<file path="src/rtl/shifter_pkg.sv">
// Shared constants and state encoding for the sequenced shifter.
package shifter_pkg;
  localparam int DATA_W = 32;
  localparam int AMT_W  = 5;
  localparam int CNT_W  = 3;

  localparam logic SH_LEFT  = 1'b0;
  localparam logic SH_RIGHT = 1'b1;

  typedef enum logic [1:0] {
    ST_IDLE  = 2'd0,
    ST_SHIFT = 2'd1,
    ST_FIN   = 2'd2
  } state_e;
endpackage

</file>
<file path="src/rtl/shift_stage_unit.sv">
// One binary stage of the barrel: shift by 2**idx, or pass through when disabled.
module shift_stage_unit
  import shifter_pkg::*;
#(
  parameter int W = DATA_W
) (
  input  logic             dir,
  input  logic [CNT_W-1:0] idx,
  input  logic             en,
  input  logic [W-1:0]     d_in,
  output logic [W-1:0]     d_out
);
  logic [W-1:0] shl;
  logic [W-1:0] sar;

  // Sign fill comes from the current MSB, which always holds the captured sign bit.
  always_comb begin
    shl   = d_in << (1 << idx);
    sar   = W'($signed(d_in) >>> (1 << idx));
    d_out = d_in;
    if (en) d_out = (dir == SH_RIGHT) ? sar : shl;
  end
endmodule

</file>
<file path="src/rtl/shift_sequencer.sv">
// Multi-cycle shifter: one shared stage walked through 16,8,4,2,1, one per clock.
module shift_sequencer
  import shifter_pkg::*;
#(
  parameter int DW = DATA_W,
  parameter int AW = AMT_W
) (
  input  logic          CLK,
  input  logic          RST_N,
  input  logic          START,
  input  logic          SH_DIR,
  input  logic [AW-1:0] SH_AMT,
  input  logic [DW-1:0] D_IN,
  output logic          BUSY,
  output logic          DONE,
  output logic [DW-1:0] D_OUT
);
  state_e           state_q, state_d;
  logic [DW-1:0]    work_q,  work_d;
  logic [AW-1:0]    amt_q,   amt_d;
  logic             dir_q,   dir_d;
  logic [CNT_W-1:0] cnt_q,   cnt_d;
  logic             busy_q,  busy_d;
  logic             done_q,  done_d;
  logic [DW-1:0]    dout_q,  dout_d;

  // Zero-extend the amount so any counter value indexes a real bit.
  logic [(2**CNT_W)-1:0] amt_ext;
  logic [DW-1:0]         stage_out;

  assign amt_ext = {{((2**CNT_W)-AW){1'b0}}, amt_q};

  shift_stage_unit #(.W(DW)) u_stage (
    .dir   (dir_q),
    .idx   (cnt_q),
    .en    (amt_ext[cnt_q]),
    .d_in  (work_q),
    .d_out (stage_out)
  );

  // Next-state: accept in IDLE or FIN, step the stage counter in SHIFT.
  always_comb begin
    state_d = state_q;
    work_d  = work_q;
    amt_d   = amt_q;
    dir_d   = dir_q;
    cnt_d   = cnt_q;
    busy_d  = busy_q;
    done_d  = 1'b0;
    dout_d  = dout_q;
    case (state_q)
      ST_IDLE, ST_FIN: begin
        if (START) begin
          work_d  = D_IN;
          amt_d   = SH_AMT;
          dir_d   = SH_DIR;
          cnt_d   = CNT_W'(AW - 1);
          state_d = ST_SHIFT;
          busy_d  = 1'b1;
        end else begin
          state_d = ST_IDLE;
          busy_d  = 1'b0;
        end
      end
      ST_SHIFT: begin
        work_d = stage_out;
        if (cnt_q == '0) begin
          dout_d  = stage_out;
          state_d = ST_FIN;
          done_d  = 1'b1;
          busy_d  = 1'b0;
        end else begin
          cnt_d = cnt_q - 1'b1;
        end
      end
      default: begin
        state_d = ST_IDLE;
        busy_d  = 1'b0;
      end
    endcase
  end

  // State, datapath and registered outputs; reset aborts any running operation.
  always_ff @(posedge CLK or negedge RST_N) begin
    if (!RST_N) begin
      state_q <= ST_IDLE;
      work_q  <= '0;
      amt_q   <= '0;
      dir_q   <= SH_LEFT;
      cnt_q   <= '0;
      busy_q  <= 1'b0;
      done_q  <= 1'b0;
      dout_q  <= '0;
    end else begin
      state_q <= state_d;
      work_q  <= work_d;
      amt_q   <= amt_d;
      dir_q   <= dir_d;
      cnt_q   <= cnt_d;
      busy_q  <= busy_d;
      done_q  <= done_d;
      dout_q  <= dout_d;
    end
  end

  assign BUSY  = busy_q;
  assign DONE  = done_q;
  assign D_OUT = dout_q;
endmodule

</file>
<file path="config.mk">
export PLATFORM = sky130hd
export DESIGN_NAME = shift_sequencer
export DESIGN_NICKNAME = d
export VERILOG_FILES = /design/src/rtl/shifter_pkg.sv /design/src/rtl/shift_stage_unit.sv /design/src/rtl/shift_sequencer.sv
export SDC_FILE = /design/constraint.sdc
export NUM_CORES = 1
export LEC_CHECK = 0
export CELL_PAD_IN_SITES_DETAIL_PLACEMENT = 0
export CELL_PAD_IN_SITES_GLOBAL_PLACEMENT = 1
export CORE_MARGIN = 10
export CORE_UTILIZATION = 44
export CTS_BUF_LIST = sky130_fd_sc_hd__clkbuf_16
export CTS_CLUSTER_DIAMETER = 80
export DETAILED_ROUTE_END_ITERATION = 7
export PLACE_DENSITY = 0.83
export SYNTH_ARGS = -nofsm -noshare
export SYNTH_HDL_FRONTEND = slang
export SYNTH_SLANG_ARGS = --single-unit
</file>
<file path="constraint.sdc">
create_clock -name CLK -period 2.9 [get_ports CLK]
set_input_delay 0.58 -clock CLK [delete_from_list [all_inputs] [get_ports CLK]]
set_output_delay 0.58 -clock CLK [all_outputs]
set_load 0.005 [all_outputs]
</file>
# [Yosys cells after proc, flatten, opt, wreduce, memory -nomap -nowiden]
# Cells that the tools add are included.
[totals] output_inout_bits=34 inputBits=41 word_cells=43 regBits=77
[op_classes] shifts=3 n_lt_le_gt_ge=1 n_reduce_logical=8 n_eq_ne=5 muxes=17 n_addsub=1
[ops] op="$mux W32" n=3
[ops] op="$pmux W32 S2" n=1
[ops] op="$shl A1 B3 Y32 const A" n=1
[ops] op="$shl A32 B32 Y32" n=1
[ops] op="$sshr A32 B32 Y32" n=1
[ops] op="$mux W1" n=6
[ops] op="$mux W3" n=2
[ops] op="$ne A2 B2 Y1 const B" n=3
[ops] op="$pmux W3 S2" n=1
[ops] op="$reduce_and A2 Y1" n=3
[ops] op="$lt A3 B4 Y1 const B" n=1
[ops] op="$pmux W2 S2" n=1
[ops] op="$bmux W1 S3" n=1
[ops] op="$logic_not A3 Y1" n=1
[ops] op="$reduce_and A3 Y1" n=1
[ops] op="$sub A3 B1 Y3 const B" n=1
[ops] op="$eq A2 B1 Y1 const B" n=1
[ops] op="$eq A2 B2 Y1 const B" n=1
[ops] op="$logic_not A2 Y1" n=1
[ops] op="$mux W2" n=1
[ops] op="$pmux W1 S2" n=1
[ops] op="$reduce_bool A2 Y1" n=1
[ops] op="$reduce_or A2 Y1" n=1

# [Depth between registers and ports, before layout]
# Gate-level depths: netlist (run 1).
[logic_depth] ltp_word=5 ltp_mapped=13 depth_no_buf=8

# [Modules after synthesis]
# From an unflattened synthesis (run 1), not the netlist that was laid out.
[unflattened] cells_unflattened=727 hier_area_um2=6326.1
[by_module_without_submodules] mod="shift_sequencer" seq_area_each_um2=1926.8 area_each_um2=3405.8 cells_each=254 instances=1
[by_module_without_submodules] mod="shift_stage_unit" seq_area_each_um2=0.0 area_each_um2=2920.3 cells_each=473 instances=1

# [Worst setup path after synthesis (run 1)]
# OpenSTA, ideal clock, no wires.
[synth_path] path_kind="flip-flop to flip-flop" start="reg cnt_q[0]" end="reg work_q[25]" synth_period_minus_slack_ns=2.550 t_arrival_ns=2.416 path_buffers=3 stages_incl_launch_ff=11 setup_slack_ns=0.350 required_time_ns=2.766 setup_ns=0.134 cell_sequence="dfrtp_1 inv_1 ha_1 buf_6 buf_12 buf_12 mux2_4 a221o_1 a211o_1 a222oi_1 o21ai_1"
[synth_between] elab_chain_cells=5 word_cells_on_any_way=8 classes_between="shift (3); mux (5)"
[synth_lines] item="start: declaration" line_no="shift_sequencer.sv:22" rtl="logic [CNT_W-1:0] cnt_q, cnt_d;"
[synth_lines] item="start signal: assignment" line_no="shift_sequencer.sv:99" rtl="cnt_q <= cnt_d;"
[synth_lines] item="$shl A1 B3 Y32" line_no="shift_stage_unit.sv:18, shift_stage_unit.sv:19"
[synth_lines] item="$shl A32 B32 Y32 or $sshr A32 B32 Y32 (tied branches)" line_no="shift_stage_unit.sv:18, shift_stage_unit.sv:19"
[synth_lines] item="$mux W32" line_no="shift_stage_unit.sv:21" rtl="if (en) d_out = (dir == SH_RIGHT) ? sar : shl;"
[synth_lines] item="$mux W32 *" line_no="shift_stage_unit.sv:21"
[synth_lines] item="$pmux W32 S2 *" line_no="shift_sequencer.sv:51" rtl="case (state_q)"
[synth_lines] item="end signal: assignment" line_no="shift_sequencer.sv:96" rtl="work_q <= work_d;"
[synth_lines] item="end: declaration" line_no="shift_sequencer.sv:19" rtl="logic [DW-1:0] work_q, work_d;"
# Every way passes the cells marked *; elsewhere a longest branch is shown, timed or not. The select of a mux whose other input is x is not followed.
# A chain may end at the register's enable or synchronous reset.

# [Worst setup path after layout (run 1)]
[layout_path] start="reg cnt_q[0]" end="reg work_q[22]"
# The elaborated chain is that of the path after synthesis.

==> qor.json, run 1 <==
{
  "detailed_routing": {
    "drt_wl_total_um": 51370,
    "via_per_inst": 7.267,
    "remaining_drc_errors": 0,
    "postRouteAntennaNets": 0,
    "post_drt_wl_per_cell_um": 31.27,
    "detail_route.first_pass.iterations": 6,
    "drt-initial-drc-count": 1913,
    "via_count": 11940
  },
  "timing": {
    "max_freq_mhz": 346.0,
    "timing.setup.tns_ns": 0,
    "final_hold_viol_count": 0,
    "grt_setup_unrepaired": "yes",
    "setup_viol_count_final": 0,
    "finalCriticalPeriod_ns": 2.890,
    "fin_skew_ns": 0.009928,
    "finalCritPeriodShare_pct": 99.67,
    "final_number_of_max_transition_violations": 0,
    "slew_headroom_pct": 47.15,
    "worst_pin_slew_ns": 0.7911
  },
  "synthesis": {
    "netlist-cell-type-count": 79,
    "share_of_synthesized_registers_carrying_an_async_set_or_reset_pct": 100.0,
    "synth-main-ff-cell": "dfrtp_1",
    "post-synth-top-area-fraction_pct": 22.18,
    "ys.warnings.count": 0,
    "synth_top_cells_by_area": "dfrtp_1, mux2i_1, a21oi_1, nand2_1, o21ai_0",
    "mapped_nets": 1196,
    "postSynthRegisterBits": 77,
    "dominant_cell_type_by_area_after_synthesis": "dfrtp_1",
    "synth_commonest_cells": "nand2_1, a21oi_1, dfrtp_1",
    "post_synth_inst_count": 1150,
    "netlist_area_um2": 8688,
    "synth.most_common_cell": "nand2_1",
    "synth_edf_count": 0,
    "synth.avg_cell_area_um2": 7.555,
    "ys_seq_area_share_pct": 22.18
  },
  "worst_setup_path": {
    "crit_path_end_kind": "register",
    "kind_of_cell_adding_the_most_delay_to_the_critical_path": "compound AO/OA/AOI/OAI gates",
    "worstPathRequired_ns": 3.11,
    "critical_path_peak_fanout": 13,
    "critical-path-max-stage-delay_ns": 0.38,
    "critical_path.cell_chain": "buf_4, ha_1, buf_12, buf_4, o21a_1, a211o_1, a32oi_2, a221oi_1, nor3_1, buf_4, o211ai_1",
    "crit_buf_inv": 4,
    "worstPathArrival_ns": 3.10,
    "timing.critical_path.slowest_stage_cell": "dfrtp_1",
    "criticalPathCategory": "register to register",
    "critical-path-top-cell-by-count": "buf_4",
    "setup.worst_path.start_class": "register"
  },
  "die": {
    "num_rows": 51,
    "io-pin-count": 75,
    "core_um2": 19460,
    "effective_utilization_at_floorplan_pct": 44.64,
    "die-width_um": 160.5,
    "dieArea_um2": 25770,
    "fp.dieH_um": 160.5
  },
  "clock_tree": {
    "clock_insertion_delay_worst_skew_ns": 0.36,
    "clk_root_buffer_cell": "clkbuf_16",
    "cts.hold.buffers_added": 0,
    "cts-htree-levels": 3,
    "clock_pin_slew_worst_setup_and_hold_paths_ns": 0.07,
    "cts_inserted_buffers": 9,
    "clockBufferDepth": 2,
    "clock-sinks": 77,
    "tritoncts": "yes"
  },
  "placement": {
    "portBuffers": 74,
    "gp_congestion": 1.201,
    "dpl_wire_length_um": 39490
  },
  "layout": {
    "layout.nets": 1419,
    "regArea_um2": 1928,
    "multi_input_comb_area_um2": 6304,
    "fillCellCount": 1810,
    "antenna_cells_inserted": 0,
    "final_layout_size_suffix_gt1_share_pct": 27.43,
    "synthToLayoutAreaGrowth_pct": 37.36
  },
  "job": {
    "cap_violations": 0
  },
  "worst_hold_path": {
    "hold_path_class": "input pin to asynchronous set/reset pin"
  },
  "global_routing": {
    "grt_antenna_before_repair": 0,
    "grt_overflow_total": 0,
    "grt_first_pass_wirelength_um": 74440,
    "maximum_number_of_pins_on_one_net_before_global_route_repair": 78,
    "via_count_of_the_first_global_routing_pass": 11260,
    "total_global_routing_track_utilization_pct": 37.75
  },
  "outcome": {
    "run_status": "complete, no violations"
  }
}
## worst paths after layout
path	from	to	slack (ns)	cells after the start
min reg2reg	amt_q[1]	amt_q[1]	0.48	2
min in group CLK	amt_q[1]	amt_q[1]	0.48	2
min	RST_N	D_OUT[0]	0.23	2
max reg2reg	cnt_q[0]	work_q[22]	0.01	11
max in group asynchronous	RST_N	work_q[16]	2.31	2
max	cnt_q[0]	work_q[22]	0.01	11
## cells by family after synthesis
logic type,Yosys count,synth area share (%)
AO/OA/AOI/OAI,457,35.12
AND/OR/NAND/NOR,370,21.08
buffers and inverters,150,8.151
multiplexers,91,12.74
flip-flops,77,22.18
adder cells (fa/ha/maj),5,0.7200
## final cells by class
| class | count | area share (%) |
|---|---|---|
| inverters | 19 | 0.6291 |
| multi-input cells | 923 | 52.82 |
| clock inverters | 7 | 0.6815 |
| repair buffers | 343 | 25.05 |
| clock buffers | 9 | 1.887 |
| well taps | 265 | 2.778 |
| flip-flops and latches | 77 | 16.16 |
## routing by layer
layer | global-route usage [%] | wire length (um) | up-vias
li1 | - | - | 4856
met1 | 48.33 | 18980 | 5611
met2 | 52.83 | 20290 | 1156
met3 | 13.24 | 7804 | 316
met4 | 23.79 | 4297 | 0
met5 | 0.3945 | 0 | -
## registers in the layout, indices dropped and copies added (netlist names)
name	cells
cnt_q	3
dir_q	1
work_q	32
state_q	2
amt_q	5
BUSY	1
D_OUT	32
DONE	1
## repair_timing
action / 4_1_cts / 5_1_grt
pin swaps: 1 / 9
gates resized for setup: 6 / 49
setup buffers: 1 / 9
setup endpoints to repair: 12 / 51
## cells in the final DEF (no fill, tap or decap), types with 24 or more instances in the layout
cell type / instances
o22ai_1: 24
nand2b_1: 28
o21ai_0: 73
nor3_1: 30
o21ai_1: 26
buf_4: 248
nand3_1: 31
clkdlybuf4s50_1: 73
nor2_1: 61
a22oi_1: 35
dfrtp_1: 76
nand2_1: 127
a21oi_1: 98
mux2i_1: 59
## through the flow
stage | setup slack (ns) | cell area, um2 | util, % | hold WS [ns] | instances
after floorplan | 0.3497 | 8688 | - | 0.2844 | 1150
after global placement | -0.1477 | 11300 | 58.08 | 0.4565 | 1617
after detailed placement | -0.09890 | 11300 | 58.08 | 0.4610 | 1617
after CTS | 0.009654 | 11650 | 59.85 | 0.2530 | 1634
after global routing | -0.02622 | 11930 | 61.32 | 0.2675 | 1643
final | 0.009520 | 11930 | 61.32 | 0.2273 | 1643
Power of run 1 is not shown: default switching activity piles up to over one toggle a cycle in this logic, so the estimate is an artifact.
==> run 2: changes to the inputs <==
Settings changed: ABC_CLOCK_PERIOD_IN_PS set to 2900, SYNTH_HIERARCHICAL set to 1.
==> run 2 against run 1 <==
Effect of this change: sequential share of layout area grew 9.9 points; global-route usage shrank 13 points; first-iteration DRC count shrank 48%; wire length shrank 51%; register-to-register slack gained 0.26 ns; critical path type unchanged; largest cell class unchanged; highest routed layer unchanged.
==> qor.json, run 2 <==
{
  "placement": {
    "dpl_wire_length": {"value": 17690, "unit": "um", "change": "-55%"},
    "gp_congestion": {"value": 1.041, "change": "-13%"},
    "portBuffers": {"value": 74, "change": "unchanged"}
  },
  "worst_hold_path": {
    "hold_path_class": "input pin to asynchronous set/reset pin"
  },
  "die": {
    "io-pin-count": {"value": 75, "change": "unchanged"},
    "fp.dieH": {"value": 139.9, "unit": "um", "change": "-13%"},
    "num_rows": {"value": 43, "change": "-16%"},
    "dieArea": {"value": 19570, "unit": "um2", "change": "-24%"},
    "die-width": {"value": 139.9, "unit": "um", "change": "-13%"},
    "core": {"value": 13990, "unit": "um2", "change": "-28%"},
    "effective_utilization_at_floorplan": {"value": 45.22, "unit": "%", "change": "+0.58 points"}
  },
  "worst_setup_path": {
    "ff2ff_setup_slack": {"value": 0.27, "unit": "ns", "change": "+0.26 ns"},
    "kind_of_cell_adding_the_most_delay_to_the_critical_path": "simple AND/OR/NAND/NOR gates",
    "worstPathRequired": {"value": 3.18, "unit": "ns", "change": "+0.07 ns"},
    "critical-path-max-stage-delay": {"value": 0.66, "unit": "ns", "change": "+0.28 ns"},
    "r2r-start": "cnt_q[0]",
    "crit_end": "work_q[17]",
    "cp.depth": {"value": 8, "change": "-3"},
    "crit_buf_inv": {"value": 1, "change": "-3"},
    "critical_path_peak_fanout": {"value": 8, "change": "-5"},
    "critical_path.cell_chain": "inv_1, or3_2, o31ai_2, and2_1, nand2_1, o311ai_0, nor2_1, a21oi_1",
    "worstPathArrival": {"value": 2.91, "unit": "ns", "change": "-0.19 ns"},
    "critPathLaunch": "cnt_q[0]",
    "crit_path_end_kind": "register",
    "timing.critical_path.slowest_stage_cell": "o311ai_0",
    "rr_worst_depth": {"value": 8, "change": "-3"},
    "crit-reg2reg-capture": "work_q[17]",
    "setup.worst_path.start_class": "register",
    "criticalPathCategory": "register to register"
  },
  "synthesis": {
    "synth_edf_count": {"value": 0, "change": "unchanged"},
    "post_synth_inst_count": {"value": 727, "change": "-37%"},
    "dominant_cell_type_by_area_after_synthesis": "dfrtp_1",
    "ys.warnings.count": {"value": 6, "change": "+6"},
    "post-synth-top-area-fraction": {"value": 30.46, "unit": "%", "change": "+8.3 points"},
    "mapped_nets": {"value": 770, "change": "-36%"},
    "netlist-cell-type-count": {"value": 72, "change": "-8.9%"},
    "postSynthRegisterBits": {"value": 77, "change": "unchanged"},
    "ys_seq_area_share": {"value": 30.46, "unit": "%", "change": "+8.3 points"},
    "synth.most_common_cell": "a21oi_1",
    "synth.avg_cell_area": {"value": 8.702, "unit": "um2", "change": "+15%"},
    "netlist_area": {"value": 6326, "unit": "um2", "change": "-27%"},
    "synth-main-ff-cell": "dfrtp_1",
    "synth_top_cells_by_area": "dfrtp_1, mux2i_1, a21oi_1, mux2_4, nor2_1",
    "share_of_synthesized_registers_carrying_an_async_set_or_reset": {"value": 100.0, "unit": "%", "change": "unchanged"},
    "synth_commonest_cells": "a21oi_1, dfrtp_1, nor2_1"
  },
  "clock_tree": {
    "cts_inserted_buffers": {"value": 9, "change": "unchanged"},
    "tritoncts": "yes",
    "cts-htree-levels": {"value": 3, "change": "unchanged"},
    "clockBufferDepth": {"value": 2, "change": "unchanged"},
    "clock_insertion_delay_worst_skew": {"value": 0.35, "unit": "ns", "change": "about the same"},
    "clk_root_buffer_cell": "clkbuf_16",
    "clock-sinks": {"value": 77, "change": "unchanged"},
    "clock_pin_slew_worst_setup_and_hold_paths": {"value": 0.07, "unit": "ns", "change": "about the same"},
    "cts.hold.buffers_added": {"value": 0, "change": "unchanged"}
  },
  "power": {
    "power.density_cell_area_nw_per_um2": 1530,
    "ir_worst_vdd_mv": 0.8517,
    "leakagePower_uw": 0.003124
  },
  "timing": {
    "setup_viol_count_final": {"value": 0, "change": "unchanged"},
    "max_freq": {"value": 380.4, "unit": "MHz", "change": "+10%"},
    "worst_pin_slew": {"value": 0.6854, "unit": "ns", "change": "-0.1058 ns"},
    "finalCriticalPeriod": {"value": 2.629, "unit": "ns", "change": "-0.2618 ns"},
    "fin_skew": {"value": 0.008543, "unit": "ns", "change": "-0.001385 ns"},
    "grt_setup_unrepaired": "no",
    "final_number_of_max_transition_violations": {"value": 0, "change": "unchanged"},
    "final_hold_viol_count": {"value": 0, "change": "unchanged"},
    "slew_headroom": {"value": 54.03, "unit": "%", "change": "+6.9 points"},
    "finalCritPeriodShare": {"value": 90.64, "unit": "%", "change": "-9.0 points"},
    "timing.setup.tns": {"value": 0, "unit": "ns", "change": "unchanged"}
  },
  "layout": {
    "layout.nets": {"value": 814, "change": "-43%"},
    "layout.cells.most_common": "a21oi_1",
    "final_layout_size_suffix_gt1_share": {"value": 15.46, "unit": "%", "change": "-12 points"},
    "fillCellCount": {"value": 1360, "change": "-25%"},
    "final_core_density": {"value": 53.09, "unit": "%", "change": "-8.2 points"},
    "final_cell_mix": "a21oi_1, dfrtp_1, clkdlybuf4s50_1",
    "synthToLayoutAreaGrowth_pct": 17.41
  },
  "detailed_routing": {
    "via_per_inst": {"value": 6.513, "change": "-10%"},
    "drt-initial-drc-count": {"value": 1001, "change": "-48%"},
    "via_count": {"value": 6233, "change": "-48%"},
    "remaining_drc_errors": {"value": 0, "change": "unchanged"},
    "drt_wl_total": {"value": 25010, "unit": "um", "change": "-51%"},
    "postRouteAntennaNets": {"value": 0, "change": "unchanged"},
    "post_drt_wl_per_cell": {"value": 26.13, "unit": "um", "change": "-16%"},
    "detail_route.first_pass.iterations": {"value": 5, "change": "-1"}
  },
  "global_routing": {
    "via_count_of_the_first_global_routing_pass": {"value": 6176, "change": "-45%"},
    "total_global_routing_track_utilization": {"value": 24.77, "unit": "%", "change": "-13 points"},
    "grt_first_pass_wirelength": {"value": 38560, "unit": "um", "change": "-48%"},
    "grt_antenna_before_repair": {"value": 1, "change": "+1"},
    "grt_overflow_total": {"value": 0, "change": "unchanged"},
    "maximum_number_of_pins_on_one_net_before_global_route_repair": {"value": 87, "change": "+12%"}
  },
  "job": {
    "cap_violations": {"value": 0, "change": "unchanged"}
  },
  "outcome": {
    "run_status": "complete, no violations"
  }
}
[run 2: cell type report]
cell class	count	area (um2)	share of cell area, %
Multi-Input combinational cell	561	3875	52.17
Tap cell	180	225.2	3.032
Timing Repair Buffer	107	1036	13.95
Sequential cell	77	1933	26.03
Clock buffer	9	225.2	3.032
Inverter	15	56.30	0.7581
Clock inverter	7	73.82	0.9939
Antenna cell	1	2.502	0.03369
[run 2: per-stage QoR]
stage / hold slack (ns) / total power [uW] / area, um2 / setup WS (ns) / instances
global placement: 0.4884 / 9938 / 7119 / 0.3765 / 940
global route: 0.2681 / 12070 / 7425 / 0.1226 / 956
floorplan: 0.2844 / 7477 / 6326 / 0.5773 / 727
finish: 0.2212 / 11360 / 7427 / 0.2714 / 957
CTS: 0.2379 / 11200 / 7418 / 0.2429 / 956
detailed placement: 0.4935 / 10000 / 7119 / 0.2842 / 940
[run 2: routing by layer]
metal | routed length, um | share of wire [%] | track usage, % | vias to the layer above
li1 | - | - | - | 2765
met1 | 10800 | 43 | 33.31 | 3054
met2 | 11170 | 45 | 37.09 | 359
met3 | 2284 | 9.1 | 6.018 | 55
met4 | 755 | 3.0 | 10.27 | 0
met5 | 0 | 0 | 0 | -
[run 2: how the worst min path moves through the flow]
stage,start,to,slack (ns),cells past startpoint
after floorplan,RST_N,BUSY,0.28,0
after global placement,amt_q[0],amt_q[0],0.49,1
after detailed placement,D_OUT[3],D_OUT[3],0.49,1
after CTS,RST_N,work_q[7],0.24,1
after global routing,RST_N,work_q[7],0.27,1
final,RST_N,work_q[7],0.22,1
[run 2: what timing repair did]
item / CTS / global route
endpoints found under the setup margin: 0 / 1
resized for setup: 0 / 1
setup buffers: 0 / 0
[run 2: logic make-up (layout without fill, tap and decap cells)]
logic type	count (synthesis)	count (layout)	share of synthesized area [%]
multiplexers	95	95	18.95
other	0	1	0
AO/OA/AOI/OAI	264	264	26.64
XOR/XNOR	1	1	0.1385
buffers and inverters	89	138	8.544
adder cells (fa/ha/maj)	2	2	0.3955
flip-flops	77	77	30.46
AND/OR/NAND/NOR	199	199	14.87
[run 2: power breakdown]
part	internal [uW]	leakage, uW	total (uW)	switching (uW)
registers	1640	0.000873	2640	1000
logic	3200	0.00210	7560	4360
clock network	670	0.000146	1160	493
total	5510	0.00312	11400	5850
Note: power is estimated with default switching activity, not from simulation.
==> run 3: changes to the inputs <==
Settings changed: CTS_CLUSTER_DIAMETER 80 to unset.
==> results of run 3 <==
The final DEF is identical to that of run 2; final timing and power are the same.
